==> config.mk <==
export PLATFORM = sky130hd
export DESIGN_NAME = serial_adder16
export DESIGN_NICKNAME = d
export VERILOG_FILES = /design/src/rtl/adder_pkg.sv /design/src/rtl/full_adder_bit.sv /design/src/rtl/gate_lib.sv /design/src/rtl/serial_adder16.sv
export SDC_FILE = /design/constraint.sdc
export NUM_CORES = 1
export LEC_CHECK = 0
export ABC_AREA = 0
export CORE_UTILIZATION = 55
export CTS_CLUSTER_DIAMETER = 60
export DETAILED_ROUTE_END_ITERATION = 7
export HOLD_SLACK_MARGIN = 0.15
export PLACE_DENSITY = 0.93
export SLEW_MARGIN = 15
export SYNTH_ARGS = -nofsm -noshare
export SYNTH_HDL_FRONTEND = slang
export SYNTH_SLANG_ARGS = --single-unit
==> constraint.sdc <==
create_clock -name clk -period 1.9 [get_ports clk]
set_input_delay 0.19 -clock clk [delete_from_list [all_inputs] [get_ports clk]]
set_output_delay 0.19 -clock clk [all_outputs]
set_load 0.1 [all_outputs]
==> src/rtl/adder_pkg.sv <==
// Shared types and sizing constants for the bit-serial adder.
package adder_pkg;

  localparam int unsigned WIDTH_DEF = 16;
  localparam int unsigned CNT_W_DEF = $clog2(WIDTH_DEF);

  typedef enum logic [1:0] {
    IDLE = 2'd0,
    RUN  = 2'd1,
    DONE = 2'd2
  } state_t;

endpackage

==> src/rtl/full_adder_bit.sv <==
// One-bit full adder composed from library gates: sum = a^b^cin, cout = ab | cin(a^b).
module full_adder_bit (
  input  logic a,
  input  logic b,
  input  logic cin,
  output logic sum,
  output logic cout
);

  logic p;
  logic g;
  logic t;

  xor2 u_xor_p   (.a(a),   .b(b),   .y(p));
  xor2 u_xor_s   (.a(p),   .b(cin), .y(sum));
  and2 u_and_g   (.a(a),   .b(b),   .y(g));
  and2 u_and_t   (.a(p),   .b(cin), .y(t));
  or2  u_or_cout (.a(g),   .b(t),   .y(cout));

endmodule

==> src/rtl/gate_lib.sv <==
// Two-input combinational gate primitives used to build arithmetic slices.
module xor2 (
  input  logic a,
  input  logic b,
  output logic y
);
  assign y = a ^ b;
endmodule

module and2 (
  input  logic a,
  input  logic b,
  output logic y
);
  assign y = a & b;
endmodule

module or2 (
  input  logic a,
  input  logic b,
  output logic y
);
  assign y = a | b;
endmodule

==> src/rtl/serial_adder16.sv <==
// Bit-serial adder: one full-adder slice processes the operands LSB first,
// one bit per clock, with a start/busy/done handshake.
module serial_adder16
  import adder_pkg::*;
#(
  parameter int unsigned WIDTH = WIDTH_DEF
) (
  input  logic             clk,
  input  logic             reset,
  input  logic             start,
  input  logic [WIDTH-1:0] a,
  input  logic [WIDTH-1:0] b,
  input  logic             cin,
  output logic             busy,
  output logic             done,
  output logic [WIDTH-1:0] sum,
  output logic             cout,
  output logic             ovf
);

  localparam int unsigned CW = (WIDTH > 1) ? $clog2(WIDTH) : 1;

  state_t           state;
  state_t           state_next;
  logic [WIDTH-1:0] a_sh;
  logic [WIDTH-1:0] b_sh;
  logic [WIDTH-1:0] acc;
  logic             c;
  logic [CW-1:0]    cnt;
  logic             s_bit;
  logic             c_next;
  logic             last;
  logic             accept;
  logic             busy_next;
  logic             done_next;

  full_adder_bit u_fa (
    .a    (a_sh[0]),
    .b    (b_sh[0]),
    .cin  (c),
    .sum  (s_bit),
    .cout (c_next)
  );

  assign last = (cnt == CW'(WIDTH - 1));

  // State register
  always_ff @(posedge clk) begin
    if (reset) begin
      state <= IDLE;
    end else begin
      state <= state_next;
    end
  end

  // Next-state logic; a new operation is accepted from IDLE or the DONE cycle
  always_comb begin
    state_next = state;
    accept     = 1'b0;
    case (state)
      IDLE: begin
        if (start) begin
          accept     = 1'b1;
          state_next = RUN;
        end
      end
      RUN: begin
        if (last) begin
          state_next = DONE;
        end
      end
      DONE: begin
        if (start) begin
          accept     = 1'b1;
          state_next = RUN;
        end else begin
          state_next = IDLE;
        end
      end
      default: state_next = IDLE;
    endcase
  end

  // Handshake outputs decoded from the next state, then registered
  always_comb begin
    busy_next = 1'b0;
    done_next = 1'b0;
    busy_next = (state_next == RUN);
    done_next = (state_next == DONE);
  end

  always_ff @(posedge clk) begin
    if (reset) begin
      busy <= 1'b0;
      done <= 1'b0;
    end else begin
      busy <= busy_next;
      done <= done_next;
    end
  end

  // Datapath: capture on accept, shift one bit per RUN cycle, publish at the MSB
  always_ff @(posedge clk) begin
    if (reset) begin
      a_sh <= '0;
      b_sh <= '0;
      acc  <= '0;
      c    <= 1'b0;
      cnt  <= '0;
      sum  <= '0;
      cout <= 1'b0;
      ovf  <= 1'b0;
    end else if (accept) begin
      a_sh <= a;
      b_sh <= b;
      c    <= cin;
      cnt  <= '0;
    end else if (state == RUN) begin
      a_sh <= a_sh >> 1;
      b_sh <= b_sh >> 1;
      acc  <= {s_bit, acc[WIDTH-1:1]};
      c    <= c_next;
      cnt  <= cnt + CW'(1);
      if (last) begin
        sum  <= {s_bit, acc[WIDTH-1:1]};
        cout <= c_next;
        ovf  <= c ^ c_next;
      end
    end
  end

endmodule

==> impl_metrics.tcl <==
set metrics [dict create \
    hold_slack_ns 0.468 \
    grt.overflow.total 0 \
    hold_path_startpoint "acc[1]" \
    die-area_um2 5580 \
    grt_first_pass_wirelength_mm 10.9 \
    clk_transition_reported_paths_ns 0.07 \
    number_of_global_route_vias_before_repair 2436 \
    p_per_area_nw_per_um2 874 \
    layout.nets 441 \
    holdPathEnd "acc[1]" \
    antenna-diode-count 0 \
    start_kind "flop" \
    syn2layout_area_growth_pct 25.1 \
    timing.final.hold_violations 0 \
    clock-skew-final_ns 0.00511 \
    layoutNonFillerInstCount 477 \
    globalplace.congestion 0.758 \
    final_cell_mix "nand2_1 (87), dfxtp_1 (74), o21ai_0 (45)" \
    fp.dieH_um 74.7 \
    die_x_um 74.7 \
    cp_data_arrival_time_ns 1.69 \
    place_inst 462 \
    num_vias 2660 \
    insertion_delay_ns 0.34 \
    timing.hold.worst.class "reg2reg" \
    netlist_instances 359 \
    clock_path_buffers 2 \
    outcome "finished, final reports clean" \
    post_route_cells_drive_above_1_share 0.123 \
    yosysSeqAreaShare 0.509 \
    finalInstanceArea_um2 3640 \
    drcViolationCount 0 \
    postCtsSetupRepairBufs 0 \
    route.final.wire_length_mm 6.60 \
    clk_root_buffer_cell "clkbuf_8" \
    ys_seq_elements 74 \
    layout_commonest_cell "nand2_1" \
    clock_sink_count 74 \
    syn-num-nets 397 \
    hold_path_depth 2 \
    numCtsBuffers 9 \
    yosys.cell_types.count 29 \
    leakage_nw 1.29 \
    timing.critical_path.fanout_max 50 \
    setup_total_negative_slack_ns 0 \
    worst-slew-pin-transition_ns 0.616 \
    rows 26 \
    cts_tree "built" \
    max_cap_violations 0 \
    grt_setup_unrepaired "false" \
    timing.rr.start "state[0]" \
    initial_core_util 0.569 \
    largest_net_degree_at_the_start_of_global_routing 51 \
    dpl.hpwl_mm 4.17 \
    post_cts_resize_count 0 \
    h_tree_depth 3 \
    final_min_period_over_clock_period 0.750 \
    antenna_violations_before_repair 0 \
    worstReg2RegEnd "a_sh[6]" \
    drt-wirelength-per-cell_um 13.8 \
    regToRegSetupSlack_ns 0.48 \
    antenna_violating_nets_post_route 0 \
    peakVddDrop_mv 0.564 \
    drt_pre_antenna_iters 5 \
    timing.fmax_mhz 702 \
    detail_route.iter0.violations 192 \
    synth_area_um2 2910 \
    numPortBuffers 55 \
    setup-violations-final 0 \
    worst_setup_path_end_kind "flop" \
    slew-limit-headroom 0.590 \
    hold_buffers 0 \
    criticalPathCategory "reg2reg" \
    required_ns 2.16 \
    placeableCoreArea_um2 5110 \
    area_after_detailed_placement_um2 3450 \
    synth_warnings 0 \
    floorplan.io_pins 56 \
    finalWorstPathRequiredPeriod_ns 1.42 \
    synthesis.area_per_instance_um2 8.10 \
    routed_via_density 5.58 \
    track_usage 0.261 \
    slew_viol_final 0 \
    timing.reg2reg.worst_path_depth 4 \
]
==> cell usage after synthesis <==
library cell | count | area share
or3_1 | 1 | 0.0022
o21ai_1 | 1 | 0.0017
nor2b_1 | 2 | 0.0043
buf_4 | 2 | 0.0052
nor2_1 | 1 | 0.0013
o21ai_0 | 45 | 0.077
dfxtp_1 | 74 | 0.51
mux2i_1 | 3 | 0.010
clkbuf_1 | 15 | 0.019
buf_6 | 1 | 0.0039
nor3_1 | 7 | 0.012
a31oi_1 | 28 | 0.060
nand3b_1 | 1 | 0.0026
fa_1 | 1 | 0.0069
and3b_1 | 1 | 0.0030
and2_1 | 1 | 0.0022
nand3_1 | 21 | 0.036
nand2_1 | 87 | 0.11
a211oi_2 | 1 | 0.0043
ha_1 | 1 | 0.0043
clkbuf_2 | 2 | 0.0034
a22oi_1 | 3 | 0.0077
xnor2_1 | 3 | 0.0090
a21oi_1 | 36 | 0.062
buf_1 | 1 | 0.0013
buf_2 | 14 | 0.024
a211oi_1 | 3 | 0.0077
inv_1 | 1 | 0.0013
nand2b_1 | 2 | 0.0043
==> routing by layer <==
| metal | vias to the layer above | part of all wire | track usage |
|---|---|---|---|
| met5 | - | 0 | 0 |
| met4 | 0 | 0.021 | 0.124 |
| met3 | 16 | 0.052 | 0.0763 |
| met2 | 87 | 0.51 | 0.439 |
| met1 | 1231 | 0.42 | 0.306 |
| li1 | 1326 | - | - |
==> registers in the layout, summed over array words and instances (netlist names) <==
| register | flops |
|---|---|
| b_sh | 16 |
| cout | 1 |
| acc | 15 |
| ovf | 1 |
| a_sh | 16 |
| cnt | 4 |
| done | 1 |
| sum | 16 |
| c | 1 |
| state | 2 |
| busy | 1 |
==> where the power goes <==
part | leakage, nW | total, mW | switching [mW] | internal, mW
Combinational | 0.587 | 0.343 | 0.188 | 0.155
Sequential | 0.604 | 1.66 | 0.0419 | 1.62
Clock | 0.0962 | 1.17 | 0.541 | 0.632
==> area by class of cell <==
type / instances / area (um2)
multi-input combinational: 249 / 1270
timing repair buffer: 68 / 611
sequential: 74 / 1480
fill: 399 / 1470
inverter: 1 / 3.75
clock inverter: 3 / 40.0
clock buffer: 12 / 145
tap: 70 / 87.6
==> stage by stage <==
step                      total power, mW  worst slack (ns)   util
after global placement               2.02             0.498  0.676
final                                3.18             0.476  0.712
after detailed placement             2.03             0.377  0.676
after global routing                 3.31             0.389  0.712
after floorplan                      1.90             0.553      -
after CTS                            3.19             0.492  0.712
==> critical path: stages, from the launching register on <==
cell,delay [ns]
dfxtp_1,0.45
nand2b_2,0.32
buf_12,0.24
o21ai_0,0.13
a31oi_1,0.20
==> kinds of logic (layout without fill, tap and decap cells) <==
family / after synthesis / in the layout / share of synthesized area
and+or+nand+nor: 124 / 124 / 0.180
AOI/OAI and AO/OA: 117 / 117 / 0.221
DFF: 74 / 74 / 0.509
buffers and inverters: 36 / 84 / 0.0585
xor gates and xnor gates: 3 / 3 / 0.00904
muxes: 3 / 3 / 0.0103
adders and majority gates: 2 / 2 / 0.0112
==> how the worst max path moves through the flow <==
| stage | cells after the start | slack (ns) | from | endpoint |
|---|---|---|---|---|
| global route | 4 | 0.39 | state[0] | a_sh[6] |
| global placement | 5 | 0.50 | start | a_sh[12] |
| floorplan | 2 | 0.55 | cout | cout |
| CTS | 4 | 0.49 | state[0] | a_sh[6] |
| detailed placement | 5 | 0.38 | start | b_sh[11] |
| finish | 4 | 0.48 | state[0] | a_sh[6] |
Note: power is estimated with default switching activity, not from simulation.
